--- src/rtl/memory_arbiter_pkg.sv ---
// Shared definitions for the two-client memory arbiter: FSM states and the
// {op,select} command encodings understood by Memory_unit.
package memory_arbiter_pkg;

   typedef enum logic [1:0] {
      ST_IDLE   = 2'd0,
      ST_ACCESS = 2'd1,
      ST_DONE   = 2'd2
   } state_e;

   // Encoded as {op, select}.
   localparam logic [1:0] CMD_IDLE  = 2'b00;
   localparam logic [1:0] CMD_READ  = 2'b01;
   localparam logic [1:0] CMD_WRITE = 2'b11;

   function automatic int max2(input int a, input int b);
      return (a > b) ? a : b;
   endfunction

endpackage

--- src/rtl/memory_arbiter_rr_arbiter_2.sv ---
// Combinational two-way round-robin pick; the last-grant pointer lives in the caller.
module rr_arbiter_2 (
   input  logic req0,
   input  logic req1,
   input  logic last,
   output logic valid,
   output logic pick
);

   always_comb begin
      valid = req0 | req1;
      pick  = req1;
      // On a tie the client that was not granted last time wins.
      if (req0 && req1) begin
         pick = ~last;
      end
   end

endmodule

--- src/rtl/memory_arbiter.sv ---
// Round-robin controller letting two clients share one Memory_unit; every
// transaction is a single word, held on the command lines for a fixed count.
module memory_arbiter
   import memory_arbiter_pkg::*;
#(
   parameter int WIDTH     = 8,
   parameter int ADR_W     = 3,
   parameter int WR_CYCLES = 2,
   parameter int RD_CYCLES = 2
) (
   input  logic             clk,
   input  logic             rst,
   input  logic             req0,
   input  logic             req1,
   input  logic             we0,
   input  logic             we1,
   input  logic [ADR_W-1:0] adr0,
   input  logic [ADR_W-1:0] adr1,
   input  logic [WIDTH-1:0] wdata0,
   input  logic [WIDTH-1:0] wdata1,
   output logic             gnt0,
   output logic             gnt1,
   output logic             done0,
   output logic             done1,
   output logic [WIDTH-1:0] rdata0,
   output logic [WIDTH-1:0] rdata1,
   output logic             busy,
   output logic             mem_op,
   output logic             mem_select,
   output logic [ADR_W-1:0] mem_adr,
   output logic [WIDTH-1:0] mem_in,
   input  logic [WIDTH-1:0] mem_out
);

   localparam int CNT_W = $clog2(max2(WR_CYCLES, RD_CYCLES)) + 1;
   localparam logic [CNT_W-1:0] WR_LOAD = CNT_W'(WR_CYCLES - 1);
   localparam logic [CNT_W-1:0] RD_LOAD = CNT_W'(RD_CYCLES - 1);

   state_e           state_q, state_d;
   logic             last_q, last_d;
   logic             owner_q, owner_d;
   logic             we_q, we_d;
   logic [ADR_W-1:0] adr_q, adr_d;
   logic [WIDTH-1:0] wdata_q, wdata_d;
   logic [CNT_W-1:0] cnt_q, cnt_d;
   logic [1:0]       cmd_q, cmd_d;
   logic             gnt0_q, gnt0_d, gnt1_q, gnt1_d;
   logic             done0_q, done0_d, done1_q, done1_d;
   logic [WIDTH-1:0] rdata0_q, rdata0_d, rdata1_q, rdata1_d;
   logic             any_req, pick, sel_we;

   rr_arbiter_2 u_arb (
      .req0  (req0),
      .req1  (req1),
      .last  (last_q),
      .valid (any_req),
      .pick  (pick)
   );

   assign sel_we = pick ? we1 : we0;

   always_comb begin
      state_d  = state_q;
      last_d   = last_q;
      owner_d  = owner_q;
      we_d     = we_q;
      adr_d    = adr_q;
      wdata_d  = wdata_q;
      cnt_d    = cnt_q;
      cmd_d    = CMD_IDLE;
      gnt0_d   = 1'b0;
      gnt1_d   = 1'b0;
      done0_d  = 1'b0;
      done1_d  = 1'b0;
      rdata0_d = rdata0_q;
      rdata1_d = rdata1_q;
      case (state_q)
         ST_IDLE: begin
            if (any_req) begin
               owner_d = pick;
               last_d  = pick;
               we_d    = sel_we;
               adr_d   = pick ? adr1 : adr0;
               wdata_d = pick ? wdata1 : wdata0;
               cnt_d   = sel_we ? WR_LOAD : RD_LOAD;
               cmd_d   = sel_we ? CMD_WRITE : CMD_READ;
               gnt0_d  = ~pick;
               gnt1_d  = pick;
               state_d = ST_ACCESS;
            end
         end
         ST_ACCESS: begin
            cmd_d = we_q ? CMD_WRITE : CMD_READ;
            if (cnt_q == '0) begin
               // Last hold cycle: capture read data and release the memory.
               cmd_d   = CMD_IDLE;
               done0_d = ~owner_q;
               done1_d = owner_q;
               if (!we_q) begin
                  if (owner_q) rdata1_d = mem_out;
                  else         rdata0_d = mem_out;
               end
               state_d = ST_DONE;
            end else begin
               cnt_d = cnt_q - 1'b1;
            end
         end
         ST_DONE: state_d = ST_IDLE;
         default: state_d = ST_IDLE;
      endcase
   end

   always_ff @(posedge clk) begin
      if (rst) begin
         state_q  <= ST_IDLE;
         last_q   <= 1'b1;
         owner_q  <= 1'b0;
         we_q     <= 1'b0;
         adr_q    <= '0;
         wdata_q  <= '0;
         cnt_q    <= '0;
         cmd_q    <= CMD_IDLE;
         gnt0_q   <= 1'b0;
         gnt1_q   <= 1'b0;
         done0_q  <= 1'b0;
         done1_q  <= 1'b0;
         rdata0_q <= '0;
         rdata1_q <= '0;
      end else begin
         state_q  <= state_d;
         last_q   <= last_d;
         owner_q  <= owner_d;
         we_q     <= we_d;
         adr_q    <= adr_d;
         wdata_q  <= wdata_d;
         cnt_q    <= cnt_d;
         cmd_q    <= cmd_d;
         gnt0_q   <= gnt0_d;
         gnt1_q   <= gnt1_d;
         done0_q  <= done0_d;
         done1_q  <= done1_d;
         rdata0_q <= rdata0_d;
         rdata1_q <= rdata1_d;
      end
   end

   assign {mem_op, mem_select} = cmd_q;
   assign mem_adr = adr_q;
   assign mem_in  = wdata_q;
   assign gnt0    = gnt0_q;
   assign gnt1    = gnt1_q;
   assign done0   = done0_q;
   assign done1   = done1_q;
   assign rdata0  = rdata0_q;
   assign rdata1  = rdata1_q;
   assign busy    = (state_q != ST_IDLE);

endmodule
--- config.mk ---
export PLATFORM = sky130hd
export DESIGN_NAME = memory_arbiter
export DESIGN_NICKNAME = d
export VERILOG_FILES = /design/src/rtl/memory_arbiter_pkg.sv /design/src/rtl/memory_arbiter_rr_arbiter_2.sv /design/src/rtl/memory_arbiter.sv
export SDC_FILE = /design/constraint.sdc
export NUM_CORES = 1
export LEC_CHECK = 0
export CORE_MARGIN = 2
export CORE_UTILIZATION = 38
export DETAILED_ROUTE_END_ITERATION = 6
export GPL_TIMING_DRIVEN = 0
export PLACE_DENSITY = 0.82
export SYNTH_ARGS = -nofsm -noshare
export SYNTH_HDL_FRONTEND = slang
export SYNTH_SLANG_ARGS = --single-unit
--- constraint.sdc ---
create_clock -name clk -period 1.51 [get_ports clk]
set_clock_uncertainty 0.15 [all_clocks]
set_input_delay 0.302 -clock clk [delete_from_list [all_inputs] [get_ports clk]]
set_output_delay 0.302 -clock clk [all_outputs]
set_load 0.05 [all_outputs]
==> results.py, run 1 <==
metrics = {
    "final_layout": {
        "nets": 287,
        "final_common_cell": "dfxtp_1",
        "nFillCells": 335,
        "layout_common_cells": "dfxtp_1 (36), clkdlybuf4s15_2 (33), clkdlybuf4s50_1 (32)",
        "postLayoutCellArea_sq_mm": 0.00286,
        "drive_above_1_share": 0.360,
        "fin_util": 0.666,
        "areaGrowthSynthToFinish_pct": 70.7,
        "seqCellArea_sq_um": 811,
        "multiInputGateArea_sq_um": 987,
        "antenna_cells": 0,
    },
    "floorplan": {
        "die_area_sq_mm": 0.00495,
        "dieWidth_microns": 70.4,
        "rows": 24,
        "ios": 70,
        "die_y_microns": 70.4,
        "core_area_sq_mm": 0.00429,
        "initial_utilization": 0.390,
    },
    "power": {
        "seq_power_share": 0.423,
        "p_per_area_mw_per_mm2": 998,
        "comb_power_share": 0.316,
        "p_sw_frac": 0.317,
        "pwr-share-clk": 0.262,
        "p_leak_nw": 1.10,
        "p_int_mw": 1.95,
        "p_switching_uw": 903,
        "vdd_drop_max_mv": 0.609,
    },
    "global_routing": {
        "grt_pass1_wl_microns": 6730,
        "grt_pass1_vias": 1535,
        "track_usage": 0.169,
        "grt-ovfl-total": 0,
        "antenna_found_initial": 0,
        "grt_max_degree": 12,
    },
    "clock_network": {
        "clock_latency_ns": 0.28,
        "clock_path_buffers": 2,
        "clk_pin_slew_ns": 0.07,
        "cts_tree": "built",
        "ctsHoldBuffers": 0,
        "clock-sinks": 40,
        "cts_made_buffers": 5,
        "htree_levels": 2,
        "clockRootBuffer": "clkbuf_8",
    },
    "run_status": {
        "status": "finished with violations",
        "failed_checks": "setup timing",
    },
    "synth": {
        "synth_top_cell_by_area": "dfxtp_1",
        "synth_nets": 200,
        "yosysSeqAreaShare": 0.478,
        "synth_seq_cells": 40,
        "yosysWarnings": 0,
        "ys_types": 34,
        "syn_area_per_cell_sq_um": 10.3,
        "synth.area.top_cells": "dfxtp_1 (48%), mux2i_1 (9.6%), nand2b_1 (9.3%), a221o_1 (3.6%), nor4b_1 (3.1%)",
        "synth_cells": 163,
        "syn_area_sq_mm": 0.00167,
        "synth_top_area_frac": 0.478,
    },
    "drt": {
        "wl_per_cell_microns": 14.3,
        "wirelength_microns": 4320,
        "drtAntennaViolNets": 0,
        "vias": 1578,
        "drc": 0,
        "drtPass1Iterations": 4,
        "viasPerCell": 5.23,
        "first_iter_violations": 38,
    },
    "timing": {
        "hold_viol": 0,
        "slew_violations": 0,
        "rsz0062_at_grt": "true",
        "finalCriticalPeriod_ns": 1.55,
        "layout_setup_ws_ns": -0.0430,
        "clock.fmax_ghz": 0.644,
        "fin_crit_sh": 1.03,
        "relSlewSlack": 0.697,
        "final-setup-viol-count": 7,
        "tightest_slew_ns": 0.455,
        "fin_tns_setup_ns": -0.244,
    },
    "worst_setup_path": {
        "path_class": "register to register",
        "cpPeakStageDelay_ns": 0.49,
        "crit_chain": "inv_2 > ha_4 > nand3b_4 > or3b_4 > mux2i_1",
        "critPathCaptureType": "register",
        "startpoint": "cnt_q[0]",
        "crit_required_ns": 1.53,
        "r2r_slack_ns": -0.04,
        "crit_fanout": 6,
        "timing.rr.start": "cnt_q[0]",
        "crit_arrival_ns": 1.58,
        "start_kind": "register",
        "slowest_stage": "or3b_4",
    },
    "min_path": {
        "hold_class": "register to register",
        "min-delay-start": "rdata1[0]",
    },
    "place": {
        "gp_congestion": 0.828,
        "hpwlAfterDp_microns": 2890,
        "place_area_sq_mm": 0.00243,
        "io_buffers": 68,
        "place_ws_ns": -0.610,
    },
    "job": {
        "cap_violations": 0,
    },
}
-- flip-flops by register name, indices dropped and copies added (netlist names) --
| signal | cells |
|---|---|
| cnt_q | 2 |
| done0 | 1 |
| cmd_q | 2 |
| gnt1 | 1 |
| last_q | 1 |
| gnt0 | 1 |
| owner_q | 1 |
| mem_adr | 3 |
| state_q | 2 |
| mem_in | 8 |
| we_q | 1 |
| done1 | 1 |
| rdata1 | 8 |
| rdata0 | 8 |
-- cells by family (layout without fill, tap and decap cells) --
kind of cell             after synthesis  count (layout)  share of synthesized area
buffers and inverters                 11              98                     0.0306
AO/OA/AOI/OAI                         25              25                      0.108
AND/OR/NAND/NOR                       70              70                      0.280
flip-flops                            40              40                      0.478
multiplexers                          16              16                     0.0957
adder cells (fa/ha/maj)                1               1                    0.00747
-- critical path: cells and delay by family, from the launching register on --
family / cells / cell delay, ns
adders and majority gates: 1 / 0.15
buffers and inverters: 1 / 0.07
DFF: 1 / 0.32
muxes: 1 / 0.14
and+or+nand+nor: 2 / 0.61
-- area by class of cell --
cell class              count  area share
well taps                  52      0.0228
multi-input cells         112       0.345
repair buffers             81       0.296
inverters                   3     0.00394
clock buffers               7      0.0337
flip-flops and latches     40       0.284
plain buffers               7      0.0149
-- cell usage after synthesis --
library cell / n
nor2_1: 6
and2_1: 2
nor3_2: 1
mux2i_1: 16
buf_2: 2
o21ai_0: 5
a211oi_1: 2
nand3b_1: 1
dfxtp_1: 40
a221o_1: 6
nand2_1: 1
clkbuf_1: 5
a21o_1: 1
a211o_1: 1
nor3b_4: 1
nor4_1: 1
or3_2: 1
or3b_1: 2
nor3_1: 3
or3b_4: 1
nand3_1: 10
or2_2: 1
a31oi_1: 5
ha_1: 1
o21ba_2: 1
nand3b_4: 1
a311oi_1: 1
nor4b_1: 6
inv_1: 3
nand2b_1: 25
nor3b_1: 5
nor2b_1: 2
a21oi_1: 3
buf_6: 1
-- path summary, 6_finish.rpt --
path                to  cells after the start
max reg2reg  rdata1[1]                      5
min          rdata1[0]                      2
max          rdata1[1]                      5
min reg2reg  rdata1[0]                      2
-- through the flow --
step | total power, mW | hold slack, ns | std cells
final | 2.85 | 0.323 | 302
after detailed placement | 1.98 | 0.316 | 283
after CTS | 2.79 | 0.333 | 297
after floorplan | 1.69 | 0.292 | 163
after global routing | 2.98 | 0.347 | 302
after global placement | 1.97 | 0.311 | 283
-- per-layer routing --
metal | track usage | share of wire | vias up
met5 | 0 | 0 | -
met4 | 0.0449 | 0.011 | 0
met3 | 0.0620 | 0.056 | 10
met2 | 0.292 | 0.52 | 58
met1 | 0.196 | 0.41 | 741
li1 | - | - | 769
-- timing repair --
item                                    in CTS  in global routing
pin swaps                                    3                 14
endpoints found under the setup margin      66                 22
buffers inserted                             7                  5
resized for setup                          134                 16
cloned                                       0                  1
-- power by group through the flow --
stage               clock network [mW]  logic [mW]  registers, mW
detailed placement                   0       0.758           1.22
global placement                     0       0.749           1.22
floorplan                            0       0.257           1.44
CTS                              0.770       0.818           1.20
finish                           0.746       0.900           1.21
global route                     0.816       0.943           1.22
Note: power is estimated with default switching activity, not from simulation.
==> run 2, diff against run 1 <==
--- a/config.mk
+++ b/config.mk
@@ -8,6 +8,7 @@
 export CORE_MARGIN = 2
 export CORE_UTILIZATION = 38
 export DETAILED_ROUTE_END_ITERATION = 6
+export GPL_ROUTABILITY_DRIVEN = 0
 export GPL_TIMING_DRIVEN = 0
 export PLACE_DENSITY = 0.82
 export SYNTH_ARGS = -nofsm -noshare
==> results of run 2 <==
The final DEF is identical to that of run 1; final timing and power are the same.
==> run 3, diff against run 2 <==
--- a/config.mk
+++ b/config.mk
@@ -5,6 +5,7 @@
 export SDC_FILE = /design/constraint.sdc
 export NUM_CORES = 1
 export LEC_CHECK = 0
+export CORE_ASPECT_RATIO = 0.9
 export CORE_MARGIN = 2
 export CORE_UTILIZATION = 38
 export DETAILED_ROUTE_END_ITERATION = 6
==> results.py, run 3 (synthesis gave the netlist of run 1 again) <==
metrics = {
    "timing": {
        "hold_viol": 0,
        "relSlewSlack": 0.678,
        "tightest_slew_ns": 0.484,
        "clock.fmax_ghz": 0.625,
        "fin_crit_sh": 1.06,
        "rsz0062_at_grt": "true",
        "finalCriticalPeriod_ns": 1.60,
        "whs_ns": 0.320,
        "layout_setup_ws_ns": -0.0905,
        "final-setup-viol-count": 13,
        "slew_violations": 0,
    },
    "clock_network": {
        "clock_path_buffers": 2,
        "clk_pin_slew_ns": 0.08,
        "clockRootBuffer": "clkbuf_8",
        "cts_made_buffers": 5,
        "htree_levels": 2,
        "cts_tree": "built",
        "clock_latency_ns": 0.30,
        "clock-sinks": 40,
    },
    "power": {
        "p_total_mw": 3.14,
        "vdd_drop_max_mv": 0.826,
        "p_per_area_mw_per_mm2": 1070,
        "p_leak_nw": 1.14,
    },
    "floorplan": {
        "dieWidth_microns": 74.0,
        "core_area_sq_mm": 0.00416,
        "rows": 22,
        "initial_utilization": 0.403,
        "die_y_microns": 67.0,
        "die_area_sq_mm": 0.00495,
        "ios": 70,
    },
    "place": {
        "hpwlAfterDp_microns": 2960,
        "io_buffers": 68,
    },
    "drt": {
        "viasPerCell": 5.02,
        "drtAntennaViolNets": 0,
        "first_iter_violations": 35,
        "drc": 0,
        "wl_per_cell_microns": 15.3,
        "vias": 1565,
        "wirelength_microns": 4780,
        "drtPass1Iterations": 4,
    },
    "worst_setup_path": {
        "crit_fanout": 6,
        "timing.rr.start": "cnt_q[0]",
        "r2r_slack_ns": -0.09,
        "path_class": "register to register",
        "cpPeakStageDelay_ns": 0.41,
        "start_kind": "register",
        "crit_arrival_ns": 1.64,
        "rr_worst_depth": 6,
        "critPathCaptureType": "register",
        "crit_chain": "inv_2 > ha_4 > nand3b_4 > or3b_1 > buf_6 > mux2i_1",
        "slowest_stage": "or3b_1",
        "rr_endpoint": "rdata1[0]",
        "crit_required_ns": 1.55,
    },
    "min_path": {
        "holdPathEnd": "rdata1[6]",
        "holdPathStages": 2,
        "min-delay-start": "rdata1[6]",
        "hold_class": "register to register",
    },
    "final_layout": {
        "layout_common_cells": "dfxtp_1 (37), clkdlybuf4s50_1 (32), clkdlybuf4s15_2 (29)",
        "areaGrowthSynthToFinish_pct": 74.4,
        "antenna_cells": 0,
        "nets": 289,
        "final_common_cell": "dfxtp_1",
        "drive_above_1_share": 0.369,
    },
    "global_routing": {
        "grt_pass1_vias": 1432,
        "antenna_found_initial": 0,
        "track_usage": 0.188,
        "grt_max_degree": 13,
        "grt-ovfl-total": 0,
        "grt_pass1_wl_microns": 6940,
    },
    "run_status": {
        "status": "finished with violations",
        "failed_checks": "setup timing",
    },
    "job": {
        "cap_violations": 0,
    },
}
## run 3: cell types whose count changed in the layout (fill, tap and decap cells not counted), sizes merged
cell and delta:
buf +5, bufinv +2, clkbuf -2, clkdlybuf4s15 -4, clkdlybuf4s18 +1
## run 3: worst max path at each step
stage,start,end,cells after the start
final,cnt_q[0],rdata1[0],6
after global routing,cnt_q[0],rdata1[0],6
after CTS,cnt_q[0],rdata1[0],6
after detailed placement,req1,mem_in[1],4
after global placement,req1,mem_in[6],4
after floorplan,cnt_q[1],rdata1[0],6
## run 3: what timing repair did
| item | CTS | global route |
|---|---|---|
| endpoints found under the setup margin | 67 | 31 |
| pin swaps | 6 | 17 |
| endpoints found under the hold margin | 0 | 0 |
| gates cloned | 0 | 1 |
| gates resized for setup | 136 | 27 |
| hold buffers | 0 | 0 |
| setup buffers | 8 | 5 |
## run 3: critical path: cells and delay by family, from the launching register on
family / cells / cell delay (ns)
buffers and inverters: 2 / 0.23
DFF: 1 / 0.33
adders and majority gates: 1 / 0.14
muxes: 1 / 0.11
and+or+nand+nor: 2 / 0.52
## run 3: cell type report
cell class                      count  area [sq um]
Timing Repair Buffer               82           826
Tap cell                           60          75.1
Fill cell                         303          1240
Sequential cell                    40           810
Buffer                              8          53.8
Clock buffer                        5          68.8
Inverter                            3          11.3
Multi-Input combinational cell    112          1010
Clock inverter                      2          60.1
## run 3: metal layers
layer | share of wire | routed length [microns] | vias up | track usage
li1 | - | - | 771 | -
met1 | 0.43 | 2040 | 734 | 0.235
met2 | 0.49 | 2340 | 54 | 0.298
met3 | 0.071 | 337 | 6 | 0.0726
met4 | 0.014 | 66 | 0 | 0.0545
met5 | 0 | 0 | - | 0
## run 3: power by group
group / internal, mW / switching (mW)
Sequential: 1.14 / 0.0676
Clock: 0.650 / 0.366
Combinational: 0.401 / 0.512
## run 3: stage by stage
stage / util / TNS, ns / instances / cell area, sq um / setup slack [ns]
detailed placement: 0.588 / -13.03 / 291 / 2440 / -0.597
finish: 0.702 / -0.705 / 312 / 2920 / -0.0905
global route: 0.702 / -1.37 / 312 / 2920 / -0.132
global placement: 0.588 / -12.91 / 291 / 2440 / -0.605
floorplan: - / 0 / 163 / 1690 / 0.0131
CTS: 0.670 / -0.319 / 306 / 2780 / -0.0502
